File: config.mk
export PLATFORM = sky130hd
export DESIGN_NAME = instr_loader
export DESIGN_NICKNAME = d
export VERILOG_FILES = /design/src/rtl/cpu_pkg.sv /design/src/rtl/instr_encoder.sv /design/src/rtl/instr_loader.sv
export SDC_FILE = /design/constraint.sdc
export NUM_CORES = 1
export LEC_CHECK = 0
export CAP_MARGIN = 10
export CORE_ASPECT_RATIO = 1.5
export CORE_MARGIN = 3
export CORE_UTILIZATION = 48
export CTS_BUF_LIST = sky130_fd_sc_hd__clkbuf_2 sky130_fd_sc_hd__clkbuf_4 sky130_fd_sc_hd__clkbuf_8
export DETAILED_ROUTE_END_ITERATION = 10
export HOLD_SLACK_MARGIN = 0.06
export PLACE_DENSITY = 0.88
export SLEW_MARGIN = 20
export SYNTH_ARGS = -nofsm -noshare
export SYNTH_HDL_FRONTEND = slang
export SYNTH_HIERARCHICAL = 1
export SYNTH_SLANG_ARGS = --single-unit
export TNS_END_PERCENT = 50
File: constraint.sdc
create_clock -name clk -period 2.7 [get_ports clk]
set_input_delay 0.54 -clock clk [delete_from_list [all_inputs] [get_ports clk]]
set_output_delay 0.54 -clock clk [all_outputs]
set_load 0.005 [all_outputs]
File: src/rtl/cpu_pkg.sv
// Shared CPU definitions: opcode constants, instruction field bit positions, loader FSM states.
// Pure declarations, no timing.
// Not applicable (no handshakes in a package).
package cpu_pkg;

    // Opcode map shared by the loader and the ControllerUnit.
    localparam logic [5:0] OP_NOP = 6'd0;
    localparam logic [5:0] OP_ADD = 6'd1;
    localparam logic [5:0] OP_SUB = 6'd2;
    localparam logic [5:0] OP_AND = 6'd3;
    localparam logic [5:0] OP_OR  = 6'd4;
    localparam logic [5:0] OP_SLT = 6'd5;
    localparam logic [5:0] OP_LW  = 6'd6;
    localparam logic [5:0] OP_SW  = 6'd7;
    localparam logic [5:0] OP_JMP = 6'd8;
    localparam logic [5:0] OP_BEQ = 6'd9;
    localparam logic [5:0] OP_BNE = 6'd10;

    // Field bit positions inside the 32-bit instruction word.
    localparam int OP_MSB    = 31;
    localparam int OP_LSB    = 26;
    localparam int RS_MSB    = 25;
    localparam int RS_LSB    = 21;
    localparam int RT_MSB    = 20;
    localparam int RT_LSB    = 16;
    localparam int RD_MSB    = 15;
    localparam int RD_LSB    = 11;
    localparam int IMM_MSB   = 15;
    localparam int IMM_LSB   = 0;
    localparam int JADDR_MSB = 25;
    localparam int JADDR_LSB = 0;

    localparam int INSTR_W = 32;

    // Loader session FSM.
    typedef enum logic [1:0] {
        LD_IDLE   = 2'd0,
        LD_ACCEPT = 2'd1,
        LD_WRITE  = 2'd2,
        LD_DONE   = 2'd3
    } ld_state_t;

    // Opcodes above BNE have no encoding.
    function automatic logic op_is_legal(input logic [5:0] op);
        return (op <= OP_BNE);
    endfunction

endpackage

File: src/rtl/instr_encoder.sv
// Packs decoded instruction fields into a 32-bit word and flags unknown opcodes.
// Purely combinational, zero cycles.
// No flow control; the caller samples word/illegal when it needs them.
// Ports: opcode/rs/rt/rd/imm/jaddr field inputs; word = encoded instruction; illegal = opcode > BNE.
module instr_encoder
    import cpu_pkg::*;
(
    input  logic [5:0]         opcode,
    input  logic [4:0]         rs,
    input  logic [4:0]         rt,
    input  logic [4:0]         rd,
    input  logic [15:0]        imm,
    input  logic [25:0]        jaddr,
    output logic [INSTR_W-1:0] word,
    output logic               illegal
);

    always_comb begin
        word    = '0;
        illegal = !op_is_legal(opcode);
        unique case (opcode)
            OP_ADD, OP_SUB, OP_AND, OP_OR, OP_SLT: begin
                // R-type: shamt/funct bits stay zero.
                word[OP_MSB:OP_LSB] = opcode;
                word[RS_MSB:RS_LSB] = rs;
                word[RT_MSB:RT_LSB] = rt;
                word[RD_MSB:RD_LSB] = rd;
            end
            OP_LW, OP_SW, OP_BEQ, OP_BNE: begin
                word[OP_MSB:OP_LSB]   = opcode;
                word[RS_MSB:RS_LSB]   = rs;
                word[RT_MSB:RT_LSB]   = rt;
                word[IMM_MSB:IMM_LSB] = imm;
            end
            OP_JMP: begin
                word[OP_MSB:OP_LSB]       = opcode;
                word[JADDR_MSB:JADDR_LSB] = jaddr;
            end
            default: begin
                // NOP and illegal opcodes both produce an all-zero word.
                word = '0;
            end
        endcase
    end

endmodule

File: src/rtl/instr_loader.sv
// Accepts instruction fields over a valid/ready handshake, encodes them, and writes one word per session slot into imem.
// Latency: handshake in cycle N -> imem_we in cycle N+1; one word every 2 cycles at best.
// Backpressure: in_ready is high only in ACCEPT; it drops during the write cycle and after the session completes.
// Ports: clk/rst_n; start opens a session; in_valid/in_ready + fields + in_last form the input stream;
//        imem_we/imem_addr/imem_wdata drive instruction memory; busy/done/err_illegal/overflow/count report status.
module instr_loader
    import cpu_pkg::*;
#(
    parameter int DEPTH  = 256,
    parameter int ADDR_W = 8    // DEPTH must equal 2**ADDR_W
) (
    input  logic              clk,
    input  logic              rst_n,
    input  logic              start,
    input  logic              in_valid,
    output logic              in_ready,
    input  logic [5:0]        opcode,
    input  logic [4:0]        rs,
    input  logic [4:0]        rt,
    input  logic [4:0]        rd,
    input  logic [15:0]       imm,
    input  logic [25:0]       jaddr,
    input  logic              in_last,
    output logic              imem_we,
    output logic [ADDR_W-1:0] imem_addr,
    output logic [31:0]       imem_wdata,
    output logic              busy,
    output logic              done,
    output logic              err_illegal,
    output logic              overflow,
    output logic [ADDR_W:0]   count
);

    localparam logic [ADDR_W-1:0] LAST_ADDR = ADDR_W'(DEPTH - 1);

    ld_state_t          state_q, state_d;
    logic [ADDR_W-1:0]  addr_q,  addr_d;
    logic [ADDR_W:0]    count_q, count_d;
    logic [31:0]        word_q,  word_d;
    logic               last_q,  last_d;
    logic               err_q,   err_d;
    logic               ovf_q,   ovf_d;

    logic [31:0]        enc_word;
    logic               enc_illegal;

    instr_encoder u_encoder (
        .opcode  (opcode),
        .rs      (rs),
        .rt      (rt),
        .rd      (rd),
        .imm     (imm),
        .jaddr   (jaddr),
        .word    (enc_word),
        .illegal (enc_illegal)
    );

    // Handshake and write strobes are decoded from the state register so that
    // an asynchronous reset removes them in the same instant.
    always_comb begin
        state_d  = state_q;
        addr_d   = addr_q;
        count_d  = count_q;
        word_d   = word_q;
        last_d   = last_q;
        err_d    = err_q;
        ovf_d    = ovf_q;
        in_ready = 1'b0;
        imem_we  = 1'b0;
        busy     = 1'b0;
        done     = 1'b0;

        unique case (state_q)
            LD_IDLE: begin
                if (start) begin
                    addr_d  = '0;
                    count_d = '0;
                    err_d   = 1'b0;
                    ovf_d   = 1'b0;
                    state_d = LD_ACCEPT;
                end
            end
            LD_ACCEPT: begin
                in_ready = 1'b1;
                busy     = 1'b1;
                // start is deliberately ignored here: a session cannot be restarted mid-flight.
                if (in_valid) begin
                    word_d  = enc_word;
                    last_d  = in_last;
                    if (enc_illegal) begin
                        err_d = 1'b1;
                    end
                    state_d = LD_WRITE;
                end
            end
            LD_WRITE: begin
                imem_we = 1'b1;
                busy    = 1'b1;
                count_d = count_q + (ADDR_W+1)'(1);
                if (last_q) begin
                    state_d = LD_DONE;
                end else if (addr_q == LAST_ADDR) begin
                    // Memory full with more instructions pending: stop and flag it.
                    ovf_d   = 1'b1;
                    state_d = LD_DONE;
                end else begin
                    addr_d  = addr_q + ADDR_W'(1);
                    state_d = LD_ACCEPT;
                end
            end
            LD_DONE: begin
                done = 1'b1;
                if (start) begin
                    addr_d  = '0;
                    count_d = '0;
                    err_d   = 1'b0;
                    ovf_d   = 1'b0;
                    state_d = LD_ACCEPT;
                end
            end
            default: begin
                state_d = LD_IDLE;
            end
        endcase
    end

    always_ff @(posedge clk or negedge rst_n) begin
        if (!rst_n) begin
            state_q <= LD_IDLE;
            addr_q  <= '0;
            count_q <= '0;
            word_q  <= '0;
            last_q  <= 1'b0;
            err_q   <= 1'b0;
            ovf_q   <= 1'b0;
        end else begin
            state_q <= state_d;
            addr_q  <= addr_d;
            count_q <= count_d;
            word_q  <= word_d;
            last_q  <= last_d;
            err_q   <= err_d;
            ovf_q   <= ovf_d;
        end
    end

    assign imem_addr   = addr_q;
    assign imem_wdata  = word_q;
    assign err_illegal = err_q;
    assign overflow    = ovf_q;
    assign count       = count_q;

endmodule

After elaboration in Yosys (flattened, before gate mapping) --
Cells that the tools add are included.
Storage, ports and cells: register bits after elaboration 54, latch bits 0, bits in writable memories 0, memory bits (read-only) 0, output and inout bits 55, memories kept 0
Cells by class: $add $sub $neg 2, $mul 0, div/mod/pow operators 0, magnitude comparators 1, equality and inequality tests 20, shifts and indexed selects 0, mux-type cells 24, bitwise gates (word level) 0, reduce and logical (&&, ||, !) cells 13
Operators with widths (number):
- case mux 21 bit (3 select lines) | 1
- equality test 6 x 3 -> 1 bit (second input constant) | 4
- two-way mux 8 bit | 3
- case mux 11 bit (2 select lines) | 1
- equality test 6 x 4 -> 1 bit (second input constant) | 3
- case mux 9 bit (2 select lines) | 1
- case mux 8 bit (2 select lines) | 1
- equality test 6 x 2 -> 1 bit (second input constant) | 2
- AND reduction 4 bit | 3
- inequality test 2 bit (second input constant) | 5
- adder 9 x 1 -> 9 bit (second input constant) | 1
- two-way mux 1 bit | 9
- two-way mux 9 bit | 1
- adder 8 x 1 -> 8 bit (second input constant) | 1
- equality test 8 bit (second input constant) | 1
- two-way mux 2 bit | 4
- equality test 6 x 1 -> 1 bit (second input constant) | 1
- <= comparator 6 x 4 -> 1 bit (second input constant) | 1
- case mux 2 bit (3 select lines) | 1
- AND reduction 2 bit | 3
- OR reduction 5 bit | 1
- equality test 2 bit (second input constant) | 2
- case mux 1 bit (2 select lines) | 2
- nonzero test 2 bit | 2
- other kinds (5) | 6

Depth between registers and ports, before layout --
Gate-level depths: netlist of run 1.
depth after elaboration 4, gate-level depth with buffers 8

By module --
The synthesis of run 1 kept the hierarchy.
By module, submodules not included:
- instr_loader | times used 1, cells an instance 207, area an instance 2521.2 um^2, seq. area each 1351.3 um^2
- instr_encoder | times used 1, cells an instance 53, area an instance 475.5 um^2, seq. area each 0.0 um^2

Worst setup path before layout of run 1 --
OpenSTA, ideal clock, no wires.
kind input-to-reg, start point in opcode[2], end point reg word_q[18], in the netlist imem_wdata[18], library setup time 64 ps, arrival time 1808 ps, required time 2636 ps, setup slack 828 ps, stages on the path 5, buffers on the path 1, cells stage by stage or3_4 nor4b_4 buf_6 a22o_2 mux2_2
Between the ends: cells in the longest elaborated chain, start to end 3, elaborated cells between the ends (all ways) 13, classes of those cells eq/ne: 10; mux: 1; reduce/logical: 2
Ends and longest elaborated chain:
- start: declaration | RTL line instr_loader.sv:17 | input logic [5:0] opcode,
- equality test 6 x 1 -> 1 bit (tied with other cells) | RTL line instr_encoder.sv:21 | unique case (opcode)
- OR reduction 5 bit / OR reduction 4 bit (equally long branches) | RTL line instr_encoder.sv:21
- case mux 21 bit (3 select lines) (*) | RTL line instr_encoder.sv:21
- via enc_word[18] | RTL line instr_loader.sv:44 | logic [31:0] enc_word;
- end signal: assignment | RTL line instr_loader.sv:140 | word_q <= word_d;
- end: declaration | RTL line instr_loader.sv:39 | logic [31:0] word_q, word_d;
The timed path passes the listed nets; every way through them passes the cells marked *. A chain may end at the register's enable or synchronous reset.

Worst setup path after layout of run 1 --
start point in opcode[1], end point reg word_q[11], in the netlist imem_wdata[11]
Same word-level chain as after synthesis.

==> impl_metrics.toml, run 1 <==
[run_status]
status = "finished clean"

[detailed_routing]
drcViolationCount = 0
postRouteAntennaNets = 0
wl_per_cell_um = 17.3
routed_wl_um = 7890
drt-initial-drc-count = 151
firstDrtPassIters = 4
viasPerCell = 5.64
vias = 2570

[logic_synthesis]
ys_ff_latch = 54
synthAdderAreaFrac_pct = 2.51
synth_area_per_cell_sq_um = 11.5
netlist_instances = 260
synth-simple-area-share_pct = 14.6
synth_xor_area_share_pct = 2.92
synth_area_sq_mm = 0.00300
synth_compound_area_share_pct = 16.8
synthArstFlopShare_pct = 100
yosys_warnings = 6
dominantRegCellSynth = "dfrtp_1"
yosysUniqueCellTypes = 53
seq_area_frac_synth_pct = 45.1
synthMuxAreaShare_pct = 13.7
synth_top_family_by_area = "compound AO/OA/AOI/OAI gates"
synth_edf_count = 0

[finish]
most-common-layout-cells = "clkdlybuf4s50_1, dfrtp_1, mux2_2"
antenna_cells = 0
drive_above_1_share_pct = 21.9
final_core_util_pct = 74.2
final_nets = 457
fin_cells = 456
area_growth_syn_to_layout_pct = 46.3
n_fill_cell = 412
layout_commonest_cell = "clkdlybuf4s50_1"

[clock_network]
cts_setup_buffers = 0
cts_made_buffers = 5
numClockSinks = 54
cts_tree = "done"
cts_max_level = 2
clk_pin_slew_ns = 0.10
cts_root_buffer = "clkbuf_8"
cts_resized = 0
hold_buffers = 0
worstSkewPairLatency_ns = 0.31
clock_path_buffers = 2

[worst_setup_path]
path_delay_family = "compound AO/OA/AOI/OAI gates"
slowest_delay_ns = 0.98
path_cells = "clkdlybuf4s50_1 -> a2111oi_0 -> and3_2 -> a221o_2 -> mux2_2"
end_kind = "flop"
arrival_ns = 2.60
cp_num_buf_inv = 1
cp_slowest_cell = "a2111oi_0"
cp.required_ns = 2.95
start_kind = "input port"
cp.depth = 5
r2r.worst_path.cells = 6
crit_type = "in2reg"
path_max_fanout = 7

[placement]
numPortBuffers = 122
placedCellCount = 448
dp_hpwl_um = 6130
place.gp.congestion = 0.764

[sta]
skew_ns = 0.00811
period_share_pct = 87.2
max_freq_mhz = 425
rsz0062_at_grt = "no"
worst_slew_pin_slew_ns = 1.05
slew_violations = 0
finalSetupViolations = 0
hold_viol = 0
fin_crit_ns = 2.35
fin_setup_tns_ns = 0
slew_headroom_pct = 28.4

[power_and_ir_drop]
ir_drop_mv = 0.506
power.density_mw_per_mm2 = 719
p_leak_nw = 1.91

[floorplanning]
boundaryPins = 123
rows = 34
die_h_um = 103
start_util_pct = 50.7
fp.dieW_um = 70.5
dieArea_sq_mm = 0.00725
core_area_sq_mm = 0.00591

[global_routing]
grt_first_pass_wirelength_um = 13000
track_usage_pct = 22.6
grt_overflow = 0
grt_antenna_before_repair = 0
grt_start_max_net_pins = 33
grt_pass1_vias = 2706

[worst_hold_path]
hp-class = "in2async"

[job]
maxCapViolCount = 0
cells in the mapped netlist (all sizes together), types with 4 or more instances:
| library cell | n | area share [%] |
|---|---|---|
| nand2 | 26 | 3.3 |
| o211ai | 4 | 1.6 |
| a221o | 5 | 1.9 |
| dfrtp | 54 | 45 |
| a22o | 23 | 7.2 |
| mux2i | 4 | 1.3 |
| o21ai | 7 | 1.3 |
| nand4 | 5 | 1.5 |
| nor2 | 8 | 1.0 |
| mux2 | 33 | 12 |
| inv | 5 | 0.63 |
| nor4 | 4 | 0.83 |
| buf | 12 | 3.0 |
| ha | 6 | 2.5 |
| and3 | 7 | 1.9 |
| xnor2 | 7 | 2.0 |
| clkbuf | 4 | 0.63 |
cell type report:
type / instances / area (sq um) / share of cell area [%]
Clock inverter: 1 / 30.0 / 0.685
Timing Repair Buffer: 131 / 1280 / 29.3
Multi-Input combinational cell: 186 / 1530 / 34.8
Tap cell: 72 / 90.1 / 2.05
Clock buffer: 7 / 83.8 / 1.91
Sequential cell: 54 / 1350 / 30.8
Inverter: 5 / 18.8 / 0.428
report_power, final:
group / internal, mW / switching [mW] / leakage [nW] / total (mW)
registers: 1.02 / 0.179 / 0.729 / 1.19
logic: 0.798 / 0.607 / 1.12 / 1.41
clock network: 0.298 / 0.257 / 0.0593 / 0.555
total: 2.11 / 1.04 / 1.91 / 3.15
worst reg2reg max path, stage by stage, from the launching register on:
cell,delay [ns]
dfrtp_1,0.45
inv_1,0.08
ha_1,0.36
and2b_1,0.37
o2111ai_1,0.19
or4_1,0.45
o211ai_2,0.09
logic make-up (layout without fill, tap and decap cells):
| kind of cell | Yosys count | in the layout |
|---|---|---|
| buffers and inverters | 21 | 144 |
| other | 1 | 2 |
| muxes | 37 | 37 |
| DFF | 54 | 54 |
| and+or+nand+nor | 72 | 72 |
| AOI/OAI and AO/OA | 59 | 59 |
| adders and majority gates | 6 | 6 |
| xor gates and xnor gates | 10 | 10 |
registers in the layout, summed over array words and instances, names as in the netlist:
signal,count
imem_addr,8
count,9
imem_wdata,32
state_q,2
last_q,1
overflow,1
err_illegal,1
final timing paths:
path | from | endpoint | slack, ns
max | opcode[1] | imem_wdata[11]$_DFFE_PN0P_ | 0.35
min | rst_n | imem_addr[1]$_DFFE_PN0P_ | 0.26
max reg2reg | state_q[0]$_DFFE_PN0P_ | imem_addr[7]$_DFFE_PN0P_ | 0.63
min reg2reg | imem_wdata[4]$_DFFE_PN0P_ | imem_wdata[4]$_DFFE_PN0P_ | 0.51
max in group asynchronous | rst_n | err_illegal$_DFFE_PN0P_ | 1.83
min in group clk | imem_wdata[4]$_DFFE_PN0P_ | imem_wdata[4]$_DFFE_PN0P_ | 0.51
layer usage:
layer / GRT usage [%] / wire length [um]
met1: 24.6 / 2760
met3: 8.20 / 718
met4: 6.34 / 121
met5: 0 / 0
met2: 41.3 / 4290
through the flow:
stage                     cell area, sq um  hold WS [ns]  total power, mW  setup slack, ns
final                                 4390         0.256             3.15            0.345
after global routing                  4390         0.303             3.37            0.244
after floorplan                       3000         0.244             1.88            0.828
after detailed placement              4270         0.496             2.62           0.0907
after global placement                4270         0.487             2.56            0.119
after CTS                             4390         0.282             3.18            0.356
Power figures use the tool's default switching activity.
==> run 2: changes to the inputs <==
--- a/config.mk
+++ b/config.mk
@@ -5,7 +5,7 @@
 export SDC_FILE = /design/constraint.sdc
 export NUM_CORES = 1
 export LEC_CHECK = 0
-export CAP_MARGIN = 10
+export CAP_MARGIN = 25
 export CORE_ASPECT_RATIO = 1.5
 export CORE_MARGIN = 3
 export CORE_UTILIZATION = 48
==> results of run 2 <==
Same layout as run 1: the final DEF is identical, and so are final timing and power.
==> patch 1: new RTL, settings of run 2 <==
The 4 states of `ld_state_t` get a one-hot encoding in 4 bits.
--- a/src/rtl/cpu_pkg.sv
+++ b/src/rtl/cpu_pkg.sv
@@ -35,7 +35,7 @@
     // Loader session FSM.
-    typedef enum logic [1:0] {
-        LD_IDLE   = 2'd0,
-        LD_ACCEPT = 2'd1,
-        LD_WRITE  = 2'd2,
-        LD_DONE   = 2'd3
+    typedef enum logic [3:0] {
+        LD_IDLE   = 4'b0001,
+        LD_ACCEPT = 4'b0010,
+        LD_WRITE  = 4'b0100,
+        LD_DONE   = 4'b1000
     } ld_state_t;
Behaviour: no difference found for any inputs over 10 cycles, from zero or initial values and one cycle with rst_n low; not proved beyond that.
==> patch 1 against run 2 <==
Wire length down 5.5%; sequential cell count rose by 2; count of clock-buffer cells in the layout decreased by 2; die area down 2.0%; total power down 4.2%; worst setup slack worse by 0.22 ns; register-to-register slack got worse by 0.04 ns; cell area fell by 0.66%; area after synthesis is 2.2% lower; critical path type is now flip-flop to output port.
==> patch 1: results (changes against run 2) <==
- The flow ran to the end, and the final reports show no timing, DRC or antenna violations.
- The part of the total power dissipated in the clock network came to 24.2% (+6.6 points).
- The average wire per cell in the routed design was 16.8 um (-2.9%).
- The total leakage power is 1.88 nW (-1.6%).
- The violation count after the first detailed-route iteration is 176 (+17%).
- The number of H-tree levels is 2 (unchanged).
- The flip-flop count of the largest register, all copies and words added is 32 (unchanged).
- The number of antenna violations at the first check in global routing is 0 (unchanged).
- The number of buffers on the longest clock path is 2 (unchanged).
- The fraction of final layout cells with drive strength greater than 1 is 21.8% (-0.10 points).
- The final weighted congestion in routability-driven placement is 0.832 (+8.9%).
- The reported net switching power is 0.809 mW (-22%).
- The largest fanout on the critical path is 13 (+6).
- The CTS buffer count came to 5 (unchanged).
- The number of input and output port buffers inserted was 122 (unchanged).
- The post-detailed-placement half-perimeter wirelength is 5830 um (-4.8%).
- The clock slew at the register clock pins of the worst setup and hold paths is 0.10 ns (about the same).
- The total vias in the final route is 2,478 (-3.6%).
- The most instantiated flip-flop cell in the synthesis netlist is sky130_fd_sc_hd__dfrtp_1.
- The slowest stage of the critical path is the sky130_fd_sc_hd__or4_4 cell.
- The first-pass GRT wire length is 12,400 um (-4.4%).
- The hold buffer count at CTS is 0 (unchanged).
- The maximum number of pins on one net before global-route repair is 35 (+6.1%).
- The delay of the slowest cell on the worst path came to 0.62 ns (-0.36 ns).
- The proportion of register bits with asynchronous set or reset after synthesis is 100% (unchanged).
- The number of global-route vias before repair was 2,588 (-4.4%).
- Broken down by cell family, the worst path's largest delay share belongs to buffers and inverters.
- The clock tree skew after final layout is 0.0105 ns (+0.00242 ns).
- The power drawn by the combinational cells is 1.08 mW (-23%).
- The unique cell type count in the Yosys netlist is 50 (-5.7%).
- The min-delay analysis places its worst path in the category primary input to async pin.
- The final net count is 441 (-3.5%).
- The clock latency of the later-clocked register in the worst-skew pair was 0.31 ns (about the same).
- The total of fill cells in the finished design is 448 (+8.7%).
- The global-route usage over all layers came to 21.5% (-1.2 points).
- The Yosys warning count is 6 (unchanged).
- In the post-synthesis netlist, the biggest area contributors are sky130_fd_sc_hd__dfrtp_1, sky130_fd_sc_hd__mux2_2, sky130_fd_sc_hd__a22o_2.
- The portion of the post-synthesis area used by sequential elements is 47.8% (+2.8 points).
- The transition at the pin with the smallest max-transition slack is 0.931 ns (-0.116 ns).
- After synthesis, the most frequently instantiated cells are sky130_fd_sc_hd__dfrtp_1, sky130_fd_sc_hd__mux2_2, sky130_fd_sc_hd__a22o_1, sky130_fd_sc_hd__nand2_1, sky130_fd_sc_hd__o21ai_0.
- The first-pass detailed-route iteration total is 4 (unchanged).
- The number of gates resized after cts is 0 (unchanged).
- The worst endpoint data arrival time is 2.03 ns (-0.57 ns).
- The worst-case vdd ir drop came to 435 uV (-14%).
==> patch 1: cell count changes after synthesis, moves of 4 or more <==
cell | before | now
sky130_fd_sc_hd__a21oi_1 | 3 | 9
sky130_fd_sc_hd__buf_4 | 2 | 7
sky130_fd_sc_hd__or3_1 | 0 | 6
sky130_fd_sc_hd__nand2_1 | 26 | 12
sky130_fd_sc_hd__mux2i_1 | 4 | 0
sky130_fd_sc_hd__nand3_1 | 2 | 7
sky130_fd_sc_hd__o21ai_0 | 6 | 12
sky130_fd_sc_hd__ha_1 | 6 | 2
sky130_fd_sc_hd__a31oi_1 | 2 | 6
sky130_fd_sc_hd__xnor2_1 | 7 | 1
==> patch 1: stage by stage <==
step	cells	area, um2	util [%]	setup WS (ns)	power [mW]
2_1_floorplan	252	2940	-	0.719	1.65
3_3_place_gp	436	4200	71.5	0.188	2.28
3_5_place_dp	436	4200	71.5	0.0655	2.31
4_1_cts	444	4360	74.2	0.119	3.05
5_1_grt	444	4360	74.2	0.0156	3.19
6_report	444	4360	74.2	0.126	3.02
==> patch 1: area by class of cell <==
type | count | share of cell area, %
timing repair buffer | 130 | 29.6
clock inverter | 3 | 2.07
multi-input combinational | 172 | 31.7
tap | 72 | 2.07
clock buffer | 5 | 1.58
sequential | 56 | 32.2
inverter | 6 | 0.804
==> patch 1: final timing paths <==
check                                  startpoint                         to  slack, ns
setup / recovery           state_q[2]$_DFFE_PN0P_                    imem_we       0.13
hold / removal                              rst_n  imem_wdata[1]$_DFFE_PN0P_       0.16
min in group clk             overflow$_DFFE_PN0P_       overflow$_DFFE_PN0P_       0.51
hold reg to reg              overflow$_DFFE_PN0P_       overflow$_DFFE_PN0P_       0.51
setup reg to reg           state_q[2]$_DFFE_PN0P_   imem_addr[0]$_DFFE_PN0P_       0.59
max in group asynchronous                   rst_n     state_q[0]$_DFFE_PN1P_       1.85
==> patch 1: cells by family (layout without fill, tap and decap cells) <==
family	after synthesis	in the layout	synth area share (%)
compound gates	72	72	19.4
xor+xnor	5	5	1.49
fa+ha+maj	2	2	0.853
buf+inv	24	144	5.38
flops	56	56	47.8
mux	33	33	12.7
other cells	1	2	0.128
simple gates	58	58	12.2
==> patch 1: per-layer routing <==
metal	wire [um]	vias to the layer above	track usage, %
li1	-	1185	-
met4	164	0	6.64
met1	2890	1197	24.9
met2	4070	83	40.1
met5	0	-	0
met3	333	13	3.77
==> patch 1: worst reg2reg max path: stages (launching register included) <==
cell,delay [ns]
sky130_fd_sc_hd__dfrtp_1,0.42
sky130_fd_sc_hd__inv_2,0.07
sky130_fd_sc_hd__or4_4,0.62
sky130_fd_sc_hd__clkinv_8,0.12
sky130_fd_sc_hd__o211a_1,0.33
sky130_fd_sc_hd__o21ai_0,0.17
sky130_fd_sc_hd__mux2_2,0.28
==> patch 2: new RTL, config.mk and constraints of run 2 <==
Without the edit above. `DEPTH`: 256 -> 128.
--- a/src/rtl/instr_loader.sv
+++ b/src/rtl/instr_loader.sv
@@ -8,3 +8,3 @@
 #(
-    parameter int DEPTH  = 256,
+    parameter int DEPTH  = 128,
     parameter int ADDR_W = 8    // DEPTH must equal 2**ADDR_W
Function: no difference found for any inputs over 10 cycles, from zero or initial values and one cycle with rst_n low; that may be too few to reach the edited logic, so the function may still have changed.
==> patch 2 against run 2 <==
Hold slack worse by 0.033 ns; cell area is 0.34% lower; wire length stayed put; critical path type unchanged; global-route usage is 0.37 points lower; area after synthesis is 1.2% lower; highest routed layer unchanged; clock power is 14% lower; clock skew is 0.0032 ns lower; worst setup slack better by 0.016 ns; sequential cell count stayed put; total power is 3.7% lower.
==> patch 2: results (changes against run 2) <==
- The run finished with clean final reports.
- The global-route usage over all layers is 22.3% (-0.37 points).
- The detail-routed via count per cell was 5.66 (+0.39%).
- The dominant delay contributor by cell family on the critical path is compound AO/OA/AOI/OAI gates.
- Sequential cells consume a total of 1.17 mW.
- The placed instance area is 0.00426 mm2 (-0.21%).
- The fraction of synthesized area in multiplexers is 13.9% (+0.17 points).
- The number of antenna violations at the first check in global routing was 0 (unchanged).
- The clock slew at the register clock pins of the worst setup and hold paths is 0.10 ns (about the same).
- The number of global-route vias before repair is 2,687 (-0.70%).
- The cell chosen for the clock root is sky130_fd_sc_hd__clkbuf_8.
- The worst relative slew slack was 58.8% (+30 points).
- The largest fanout on the critical path is 16 (+9).
- The post-detailed-routing wire length is 7890 um (unchanged).
- The Yosys warning count was 6 (unchanged).
- The XOR/XNOR share of the synthesized area is 3.25% (+0.33 points).
- The final weighted congestion in routability-driven placement was 0.794 (+3.9%).
- The adder-cell share of the synthesized area came to 2.54% (+0.031 points).
- The clock latency of the later-clocked register in the worst-skew pair is 0.30 ns.
- The delay of the slowest cell on the worst path was 0.61 ns (-0.37 ns).
- The violation count after the first detailed-route iteration came to 142 (-6.0%).
- The flip-flop count of the largest register, all copies and words added was 32 (unchanged).
- The number of gates resized after cts is 0 (unchanged).
- The worst endpoint data arrival time came to 2.58 ns (-0.02 ns).
- The number of diodes added for antenna fixing is 0 (unchanged).
- The clock tree skew after final layout is 0.00487 ns (-0.00325 ns).
- The largest individual stage delay along the critical path comes from the cell sky130_fd_sc_hd__a22o_1.
- The setup fix buffers added after clock tree synthesis came to 0 (unchanged).
- The compound-cell area share of the yosys netlist is 16.9% (+0.12 points).
- The proportion of register bits with asynchronous set or reset after synthesis came to 100% (unchanged).
- The total leakage power is 1.94 nW (+1.7%).
- The portion of the post-synthesis area used by sequential elements came to 45.6% (+0.55 points).
- The number of buffers on the longest clock path came to 2 (unchanged).
- Per report_power, the Combinational row totals 1.39 mW.
- The number of H-tree levels is 2 (unchanged).
- The number of input and output port buffers inserted is 122 (unchanged).
- The worst slack after detailed placement was -0.0262 ns (-0.117 ns).
- By count the netlist is led by sky130_fd_sc_hd__dfrtp_1, sky130_fd_sc_hd__mux2_2, sky130_fd_sc_hd__nand2_1, sky130_fd_sc_hd__a22o_1, sky130_fd_sc_hd__a22o_2.
- The path type of the worst min-delay path is primary input to async pin.
- The maximum number of pins on one net before global-route repair was 55 (+67%).
- The fraction of final layout cells with drive strength greater than 1 was 21.6% (-0.26 points).
- The CTS buffer count was 5 (unchanged).
- The first-pass GRT wire length is 12,800 um (-1.4%).
- The post-detailed-placement half-perimeter wirelength is 6040 um (-1.5%).
- The worst-case vdd ir drop was 373 uV (-26%).
- The first-pass detailed-route iteration total was 4 (unchanged).
- The total internal power is 2.02 mW (-4.2%).
- The final net count was 457 (unchanged).
- The unique cell type count in the Yosys netlist is 55 (+3.8%).
- Ranked by total cell area, the synthesized netlist is headed by sky130_fd_sc_hd__dfrtp_1, sky130_fd_sc_hd__mux2_2, sky130_fd_sc_hd__a22o_2.
## patch 2: area by class of cell
class	count	area, um2
sequential	54	1350
tap	72	90.1
multi-input combinational	184	1500
timing repair buffer	133	1320
clock buffer	7	90.1
fill	423	1500
inverter	5	18.8
clock inverter	1	5.00
## patch 2: path summary, 6_finish.rpt
path                                      startpoint                          to  slack, ns  cells past startpoint
setup / recovery                           opcode[5]   imem_wdata[8]$_DFFE_PN0P_       0.36                      5
hold / removal                                 rst_n  imem_wdata[25]$_DFFE_PN0P_       0.22                      2
setup reg to reg              state_q[0]$_DFFE_PN0P_    imem_addr[5]$_DFFE_PN0P_       0.68                      6
hold reg to reg            imem_wdata[6]$_DFFE_PN0P_   imem_wdata[6]$_DFFE_PN0P_       0.51                      1
max in group asynchronous                      rst_n        count[4]$_DFFE_PN0P_       2.23                      2
min in group clk           imem_wdata[6]$_DFFE_PN0P_   imem_wdata[6]$_DFFE_PN0P_       0.51                      1
## patch 2: through the flow
step	hold WS (ns)	cells	setup TNS (ns)	total power [mW]
2_1_floorplan	0.244	258	0	1.85
3_3_place_gp	0.486	447	0	2.53
3_5_place_dp	0.496	447	-0.0910	2.58
4_1_cts	0.233	455	0	3.06
5_1_grt	0.226	456	0	3.24
6_report	0.223	456	0	3.04
## patch 2: layer usage
| metal | track usage, % | vias to the layer above | routed length, um |
|---|---|---|---|
| li1 | - | 1204 | - |
| met1 | 25.3 | 1255 | 3000 |
| met2 | 40.8 | 111 | 4190 |
| met3 | 6.79 | 10 | 605 |
| met4 | 5.60 | 0 | 92 |
| met5 | 0 | - | 0 |
## patch 2: cell families after synthesis
group / count (synthesis)
mux: 37
fa+ha+maj: 6
buf+inv: 20
xor+xnor: 11
simple gates: 69
compound gates: 59
other cells: 1
flops: 54
